<file path="src/rtl/alu_pkg.sv">
// alu_pkg: opcode, flag and FSM state types shared by the pipelined ALU
package alu_pkg;
  typedef enum logic [3:0] {
    OP_ADD  = 4'd0,
    OP_SUB  = 4'd1,
    OP_AND  = 4'd2,
    OP_OR   = 4'd3,
    OP_XOR  = 4'd4,
    OP_NOT  = 4'd5,
    OP_SLL  = 4'd6,
    OP_SRL  = 4'd7,
    OP_SRA  = 4'd8,
    OP_SLT  = 4'd9,
    OP_SLTU = 4'd10,
    OP_MUL  = 4'd11
  } alu_op_e;
  typedef struct packed {
    logic illegal;
    logic overflow;
    logic carry;
    logic negative;
    logic zero;
  } alu_flags_t;
  typedef enum logic {
    ST_IDLE = 1'b0,
    ST_MUL  = 1'b1
  } alu_state_e;
endpackage

</file>
<file path="src/rtl/alu_mul_seq.sv">
// alu_mul_seq: iterative shift-add multiplier, one bit of b per cycle, low WIDTH bits of a*b
module alu_mul_seq #(
  parameter int WIDTH = 32
) (
  input  logic             clk,
  input  logic             rst,
  input  logic             start,
  input  logic [WIDTH-1:0] a,
  input  logic [WIDTH-1:0] b,
  output logic             done,
  output logic [WIDTH-1:0] product
);
  localparam int CW = $clog2(WIDTH) + 1;
  logic [WIDTH-1:0] mcand, mplier, acc;
  logic [CW-1:0] cnt;
  logic busy;
  assign done = busy && (cnt == '0);
  assign product = acc;
  always_ff @(posedge clk or posedge rst) begin
    if (rst) begin
      mcand <= '0;
      mplier <= '0;
      acc <= '0;
      cnt <= '0;
      busy <= 1'b0;
    end else if (start) begin
      mcand <= a;
      mplier <= b;
      acc <= '0;
      cnt <= CW'(WIDTH);
      busy <= 1'b1;
    end else if (done) begin
      busy <= 1'b0;
    end else if (busy) begin
      acc <= acc + (mplier[0] ? mcand : '0);
      mcand <= mcand << 1;
      mplier <= mplier >> 1;
      cnt <= cnt - 1'b1;
    end
  end
endmodule

</file>
<file path="src/rtl/alu_pipe.sv">
// alu_pipe: handshaked ALU with registered result/flags and optional iterative multiply
module alu_pipe
  import alu_pkg::*;
#(
  parameter int WIDTH  = 32,
  parameter bit MUL_EN = 1'b1
) (
  input  logic             clk,
  input  logic             rst,
  input  logic             in_valid,
  output logic             in_ready,
  input  logic [3:0]       op,
  input  logic [WIDTH-1:0] operand_a,
  input  logic [WIDTH-1:0] operand_b,
  output logic             out_valid,
  input  logic             out_ready,
  output logic [WIDTH-1:0] result,
  output logic [4:0]       flags
);
  localparam int SH = $clog2(WIDTH);
  alu_state_e state, state_d;
  alu_flags_t alu_flags, mul_flags, flags_q;
  logic [WIDTH-1:0] alu_res, mul_prod;
  logic [WIDTH:0] sum, diff;
  logic [SH-1:0] sh;
  logic accept, is_mul, mul_done, load_alu, load_mul, c, v, ill;
  assign sum = {1'b0, operand_a} + {1'b0, operand_b};
  assign diff = {1'b0, operand_a} - {1'b0, operand_b};
  assign sh = operand_b[SH-1:0];
  assign is_mul = MUL_EN && (op == OP_MUL);
  assign in_ready = !rst && (state == ST_IDLE) && (!out_valid || out_ready);
  assign accept = in_valid && in_ready;
  assign load_alu = accept && !is_mul;
  assign load_mul = (state == ST_MUL) && mul_done;
  always_comb begin
    alu_res = '0;
    c = 1'b0;
    v = 1'b0;
    ill = 1'b0;
    case (alu_op_e'(op))
      OP_ADD: begin
        alu_res = sum[WIDTH-1:0];
        c = sum[WIDTH];
        v = (operand_a[WIDTH-1] == operand_b[WIDTH-1]) && (sum[WIDTH-1] != operand_a[WIDTH-1]);
      end
      OP_SUB: begin
        alu_res = diff[WIDTH-1:0];
        c = diff[WIDTH];
        v = (operand_a[WIDTH-1] != operand_b[WIDTH-1]) && (diff[WIDTH-1] != operand_a[WIDTH-1]);
      end
      OP_AND:  alu_res = operand_a & operand_b;
      OP_OR:   alu_res = operand_a | operand_b;
      OP_XOR:  alu_res = operand_a ^ operand_b;
      OP_NOT:  alu_res = ~operand_a;
      OP_SLL:  alu_res = operand_a << sh;
      OP_SRL:  alu_res = operand_a >> sh;
      OP_SRA:  alu_res = $unsigned($signed(operand_a) >>> sh);
      OP_SLT:  alu_res = {{(WIDTH-1){1'b0}}, $signed(operand_a) < $signed(operand_b)};
      OP_SLTU: alu_res = {{(WIDTH-1){1'b0}}, operand_a < operand_b};
      OP_MUL:  ill = !MUL_EN;
      default: ill = 1'b1;
    endcase
  end
  assign alu_flags = '{illegal: ill, overflow: v, carry: c, negative: alu_res[WIDTH-1], zero: alu_res == '0};
  assign mul_flags = '{illegal: 1'b0, overflow: 1'b0, carry: 1'b0, negative: mul_prod[WIDTH-1], zero: mul_prod == '0};
  generate
    if (MUL_EN) begin : g_mul
      alu_mul_seq #(.WIDTH(WIDTH)) u_mul (
        .clk    (clk),
        .rst    (rst),
        .start  (accept && is_mul),
        .a      (operand_a),
        .b      (operand_b),
        .done   (mul_done),
        .product(mul_prod)
      );
    end else begin : g_no_mul
      assign mul_done = 1'b0;
      assign mul_prod = '0;
    end
  endgenerate
  always_comb state_d = (state == ST_IDLE) ? ((accept && is_mul) ? ST_MUL : ST_IDLE) : (mul_done ? ST_IDLE : ST_MUL);
  always_ff @(posedge clk or posedge rst) begin
    if (rst) begin
      state <= ST_IDLE;
      out_valid <= 1'b0;
      result <= '0;
      flags_q <= '0;
    end else begin
      state <= state_d;
      out_valid <= (load_alu || load_mul) ? 1'b1 : (out_ready ? 1'b0 : out_valid);
      if (load_alu) begin
        result <= alu_res;
        flags_q <= alu_flags;
      end else if (load_mul) begin
        result <= mul_prod;
        flags_q <= mul_flags;
      end
    end
  end
  assign flags = flags_q;
endmodule

</file>
<file path="config.mk">
export PLATFORM = sky130hd
export DESIGN_NAME = alu_pipe
export DESIGN_NICKNAME = d
export VERILOG_FILES = /design/src/rtl/alu_pkg.sv /design/src/rtl/alu_mul_seq.sv /design/src/rtl/alu_pipe.sv
export SDC_FILE = /design/constraint.sdc
export NUM_CORES = 1
export LEC_CHECK = 0
export ABC_AREA = 1
export CORE_ASPECT_RATIO = 2
export CORE_MARGIN = 3
export CORE_UTILIZATION = 25
export DETAILED_ROUTE_END_ITERATION = 10
export DONT_BUFFER_PORTS = 1
export PLACE_DENSITY = 0.42
export SETUP_SLACK_MARGIN = 0.15
export SLEW_MARGIN = 20
export SYNTH_ARGS = -nofsm -noshare
export SYNTH_HDL_FRONTEND = slang
export SYNTH_SLANG_ARGS = --single-unit
</file>
<file path="constraint.sdc">
create_clock -name clk -period 8.5 [get_ports clk]
set_clock_uncertainty 0.15 [all_clocks]
set_input_delay 0.85 -clock clk [delete_from_list [all_inputs] [get_ports clk]]
set_output_delay 0.85 -clock clk [all_outputs]
set_load 0.01 [all_outputs]
</file>
==> Word-level counts from Yosys, hierarchy flattened <==
Index checks and enable logic that the tools add are counted.
{ "word_totals": {"ff_bits": 142, "input_bits": 72, "output_inout_bits": 39, "elab_cells": 95} }
{ "classes": {"n_addsub": 4, "order_cmp": 2, "eq_ne": 16, "shift": 3, "muxes": 28, "n_bitwise": 5, "reduce_logical": 24} }
{ "ops": {"columns": ["op", "count"], "rows": [
  ["$mux W32", 12],
  ["$pmux W32 S11", 1],
  ["$logic_not A32 Y1", 2],
  ["$lt A32 B32 Y1", 2],
  ["$add A32 B32 Y33", 1],
  ["$sub A32 B32 Y33", 1],
  ["$add A32 B32 Y32", 1],
  ["$and A32 B32 Y32", 1],
  ["$not A32 Y32", 1],
  ["$or A32 B32 Y32", 1],
  ["$shl A32 B5 Y32", 1],
  ["$shr A32 B5 Y32", 1],
  ["$sshr A32 B5 Y32", 1],
  ["$xor A32 B32 Y32", 1],
  ["$mux W6", 3],
  ["$eq A4 B3 Y1 const B", 4],
  ["$eq A4 B4 Y1 const B", 4],
  ["$reduce_or A12 Y1", 1],
  ["$mux W5", 2],
  ["$logic_and A1 B1 Y1", 9],
  ["$eq A4 B2 Y1 const B", 2],
  ["$mux W1", 8],
  ["$reduce_bool A2 Y1", 4],
  ["$logic_not A6 Y1", 1],
  ["11 further kinds", 17]
]} }

==> Depth between registers and ports, before layout <==
{ "depth": {"ltp_word": 7, "depth_mapped": 24} }

==> Modules after synthesis <==
From an unflattened synthesis, not the netlist that was laid out.
{ "hier_totals": {"hier_cells": 3444, "hier_area_um2": 19135.9} }
{ "by_module_without_submodules": {"columns": ["mod", "instances", "cells_per_inst", "area_per_inst_um2"], "rows": [
  ["alu_pipe", 1, 2419, 12278.0],
  ["alu_mul_seq", 1, 1025, 6857.8]
]} }

==> Least setup slack after synthesis <==
No wires, ideal clock.
{ "synth_path": {"kind": "input port to flip-flop", "start": "input operand_b[4]", "end": "register flags_q, in the netlist flags[0]", "t_arrival_ps": 3433, "slack_ps": 4839, "path_stages": 23, "path_cell_list": "buf_2 inv_1 buf_2 buf_1 ha_1 buf_4 nor2_1 nand3_1 nand3_1 nand2_1 nand2_1 nand2_1 nand2_1 nand2_1 nand3_1 nand2_1 nor2_1 nand2_1 nor2_1 nand3_1 nor2_1 nand2_1 a21oi_1"} }
{ "synth_via": {"elab_chain_len": 4, "elab_cells_between_ends": 13, "classes_between": "add/sub: 2; order compare: 2; shift: 3; mux: 2; bitwise: 3; reduce/logical: 1"} }
{ "synth_rtl": {"columns": ["item", "line_no", "text"], "rows": [
  ["start: declaration", "alu_pipe.sv:14", "input logic [WIDTH-1:0] operand_b,"],
  ["$sub A32 B32 Y33 (tied with other cells)", "alu_pipe.sv:28", "assign diff = {1'b0, operand_a} - {1'b0, operand_b};"],
  ["$pmux W32 S11 (*)", "alu_pipe.sv:40", "case (alu_op_e'(op))"],
  ["$logic_not A32 Y1 (*)", "alu_pipe.sv:64", "assign alu_flags = '{illegal: ill, overflow: v, carry: c, negative: alu_res[WIDTH-1], zero: alu_res == '0};"],
  ["$mux W5 (*)", "alu_pipe.sv:92", "if (load_alu) begin"],
  ["end signal: assignment", "alu_pipe.sv:94", "flags_q <= alu_flags;"],
  ["end signal: assignment", "alu_pipe.sv:97", "flags_q <= mul_flags;"],
  ["end: declaration", "alu_pipe.sv:22", "alu_flags_t alu_flags, mul_flags, flags_q;"]
]} }
Every way passes the cells marked *; elsewhere a longest branch is shown, timed or not.
A chain may end at the register's enable or synchronous reset.

==> Worst setup path in the final report <==
Ends and elaborated chain as after synthesis.

==> results.json <==
{
  "outcome": "completed",
  "cts_hold_buf": 0,
  "synth_edf_count": 0,
  "p_seq_share_pct": 31.1,
  "combPwrFrac_pct": 46.1,
  "swShare_pct": 50.4,
  "startpoint_type": "input port",
  "power_density_nw_per_um2": 186,
  "worst_pin_slew_ns": 1.10,
  "synth.distinct_cells": 45,
  "num_rows": 138,
  "drv_slew": 0,
  "fmax_mhz": 239,
  "grt_pass1_vias": 21900,
  "vias_per_cell": 5.47,
  "die_w_microns": 196,
  "dr.pass1.iters": 6,
  "ios": 111,
  "arrival_ns": 4.44,
  "ir_drop_uv": 156,
  "final_common_cell": "nand2_1",
  "p_total_w": 0.00360,
  "clockBufferDepth": 2,
  "drv_cap": 0,
  "diodes": 0,
  "area_delta_synth_final_pct": 7.19,
  "portBuffers": 0,
  "avgSynthCellArea_sq_um": 5.85,
  "cts_buffers": 17,
  "post-route-min-period_ns": 4.18,
  "grt_max_degree": 79,
  "clkTransAtPathRegs_ns": 0.08,
  "required_ns": 8.76,
  "power_frac_clock_pct": 22.8,
  "clock-root-buffer": "clkbuf_16",
  "core_sq_um": 71100,
  "clock_latency_ns": 0.49,
  "antenna_found_initial": 2,
  "wl_per_cell_microns": 28.7,
  "via_count": 21400,
  "ant_nets": 0,
  "syn_nets": 3291,
  "fp.dieH_microns": 386,
  "initial_core_util_pct": 25.3,
  "yosysSeqAreaShare_pct": 19.6,
  "hold_class": "in2async",
  "ys_ff_latch": 141,
  "setup_viol": 0,
  "synthCells": 3079,
  "die_area_sq_um": 75500,
  "grt_pass1_wl_microns": 157000,
  "switchingPower_w": 0.00181,
  "rsz0062_at_grt": "false",
  "intPower_w": 0.00179,
  "path_max_fanout": 20,
  "ctsResizeCount": 0,
  "hold_slack_ns": 0.220,
  "fin_setup_tns_ns": 0,
  "synth.cell_area_sq_um": 18000,
  "p_leak_nw": 9.95,
  "drt_iter0_markers": 1925,
  "routed_wl_microns": 112000,
  "place_hpwl_microns": 89900,
  "ys.flop_type": "dfrtp_1",
  "cts_tree": "built",
  "htreeDepth": 4,
  "layout-drive-gt1-share_pct": 3.43,
  "final.period_utilization_pct": 49.2,
  "fillCellCount": 8328,
  "critPathKind": "in2reg",
  "track_usage_pct": 29.1,
  "max_slew_margin_pct": 25.9,
  "gr-total-overflow": 0,
  "yosysWarnings": 0,
  "clkSinkCount": 141,
  "drc_errors": 0,
  "finalHoldViolations": 0,
  "final_cell_mix": "nand2_1, nand3_1, inv_1",
  "final_net_count": 3198,
  "postCtsSetupBuffers": 0,
  "synthArstFlopShare_pct": 100,
  "end_kind": "flip-flop",
  "gp_congestion": 1.05
}
[sequential cells by signal (all words and copies together), names as in the netlist]
signal	cells
g_mul.u_mul.mcand	32
g_mul.u_mul.mplier	32
g_mul.u_mul.product	32
result	32
g_mul.u_mul.cnt	6
flags	4
g_mul.u_mul.busy	1
out_valid	1
state	1
[power groups by stage]
stage | clock network, W | logic, W | registers, W
after floorplan | 0 | 0.00110 | 0.00105
after global placement | 0 | 0.00165 | 0.00114
after detailed placement | 0 | 0.00164 | 0.00113
after CTS | 0.000837 | 0.00165 | 0.00112
after global routing | 0.000862 | 0.00182 | 0.00116
final | 0.000819 | 0.00166 | 0.00112
[logic make-up (layout without fill, tap and decap cells)]
logic type	Yosys count	after routing	share of synthesized area, %
simple gates	1750	1750	41.5
buf+inv	570	490	12.8
compound gates	466	466	15.6
flops	141	141	19.6
fa+ha+maj	140	140	9.85
xor+xnor	12	12	0.584
[per-layer routing]
layer	global-route usage (%)	vias to the layer above	share of wire, %
li1	-	9984	-
met1	28.1	10200	33
met2	50.8	889	49
met3	5.64	363	5.9
met4	28.7	0	12
met5	0	-	0
[per-stage QoR]
stage	cell area, sq um	std cells	util (%)	setup WS (ns)
final	19300	3909	27.1	4.32
after global routing	19300	3909	27.1	4.21
after CTS	19300	3909	27.1	4.52
after detailed placement	18700	3877	26.3	4.01
after global placement	18700	3877	26.3	4.03
after floorplan	18000	3079	-	3.72
[synth_stat cells, types with 4 or more instances]
| cell type | instances | share of area [%] |
|---|---|---|
| nor2_2 | 6 | 0.21 |
| ha_1 | 137 | 9.5 |
| buf_2 | 49 | 1.4 |
| a31oi_1 | 4 | 0.14 |
| and2_1 | 6 | 0.21 |
| buf_6 | 7 | 0.44 |
| o22ai_1 | 55 | 1.9 |
| inv_1 | 416 | 8.7 |
| o21bai_1 | 17 | 0.71 |
| nor2_1 | 233 | 4.9 |
| nand3_1 | 513 | 14 |
| dfrtp_1 | 141 | 20 |
| and3_1 | 4 | 0.14 |
| buf_1 | 14 | 0.29 |
| nand4_1 | 31 | 1.1 |
| nand2_1 | 894 | 19 |
| a21o_1 | 6 | 0.25 |
| o221ai_1 | 45 | 2.2 |
| o21ai_0 | 127 | 3.5 |
| inv_2 | 13 | 0.27 |
| nand2_2 | 7 | 0.24 |
| o211ai_1 | 44 | 1.8 |
| nor3_1 | 30 | 0.83 |
| a21oi_1 | 138 | 3.8 |
| xor2_1 | 12 | 0.58 |
| nor4_1 | 17 | 0.59 |
| clkbuf_1 | 54 | 1.1 |
| buf_4 | 13 | 0.54 |
| a22oi_1 | 18 | 0.75 |
[final cells by class]
class / instances / area [sq um] / area share, %
Multi-Input combinational cell: 2368 / 12200 / 63.3
Inverter: 432 / 1630 / 8.44
Clock buffer: 17 / 425 / 2.20
Timing Repair Buffer: 26 / 195 / 1.01
Sequential cell: 141 / 3530 / 18.3
Clock inverter: 15 / 170 / 0.882
Tap cell: 910 / 1140 / 5.90
[critical path: stages]
cell and delay [ns]:
inv_1 0.42, buf_4 0.28, ha_1 0.39, nand2_1 0.20
nor2_1 0.25, nand2_1 0.10, nand2_1 0.19, nand2_1 0.11
nand2_1 0.17, nand2_1 0.07, nand2_1 0.13, xor2_1 0.16
nor2_1 0.05, nor2_1 0.49, nand4_1 0.22, nor2_1 0.15
nand2_1 0.06, a21oi_1 0.12
[worst paths after layout]
check / start / end / slack [ns] / cells past startpoint
min in group clk: out_ready / out_valid$_DFFE_PP0P_ / 0.31 / 1
setup reg to reg: g_mul.u_mul.mplier[0]$_DFFE_PP0P_ / g_mul.u_mul.product[30]$_DFFE_PP0P_ / 4.72 / 19
max in group asynchronous: rst / g_mul.u_mul.mcand[25]$_DFFE_PP0P_ / 6.49 / 2
hold / removal: rst / g_mul.u_mul.mcand[0]$_DFFE_PP0P_ / 0.22 / 1
setup / recovery: operand_b[4] / flags[0]$_DFFE_PP0P_ / 4.32 / 18
hold reg to reg: g_mul.u_mul.cnt[0]$_DFFE_PP0P_ / g_mul.u_mul.cnt[0]$_DFFE_PP0P_ / 0.34 / 1
No activity file was read; power rests on OpenSTA's default activity.
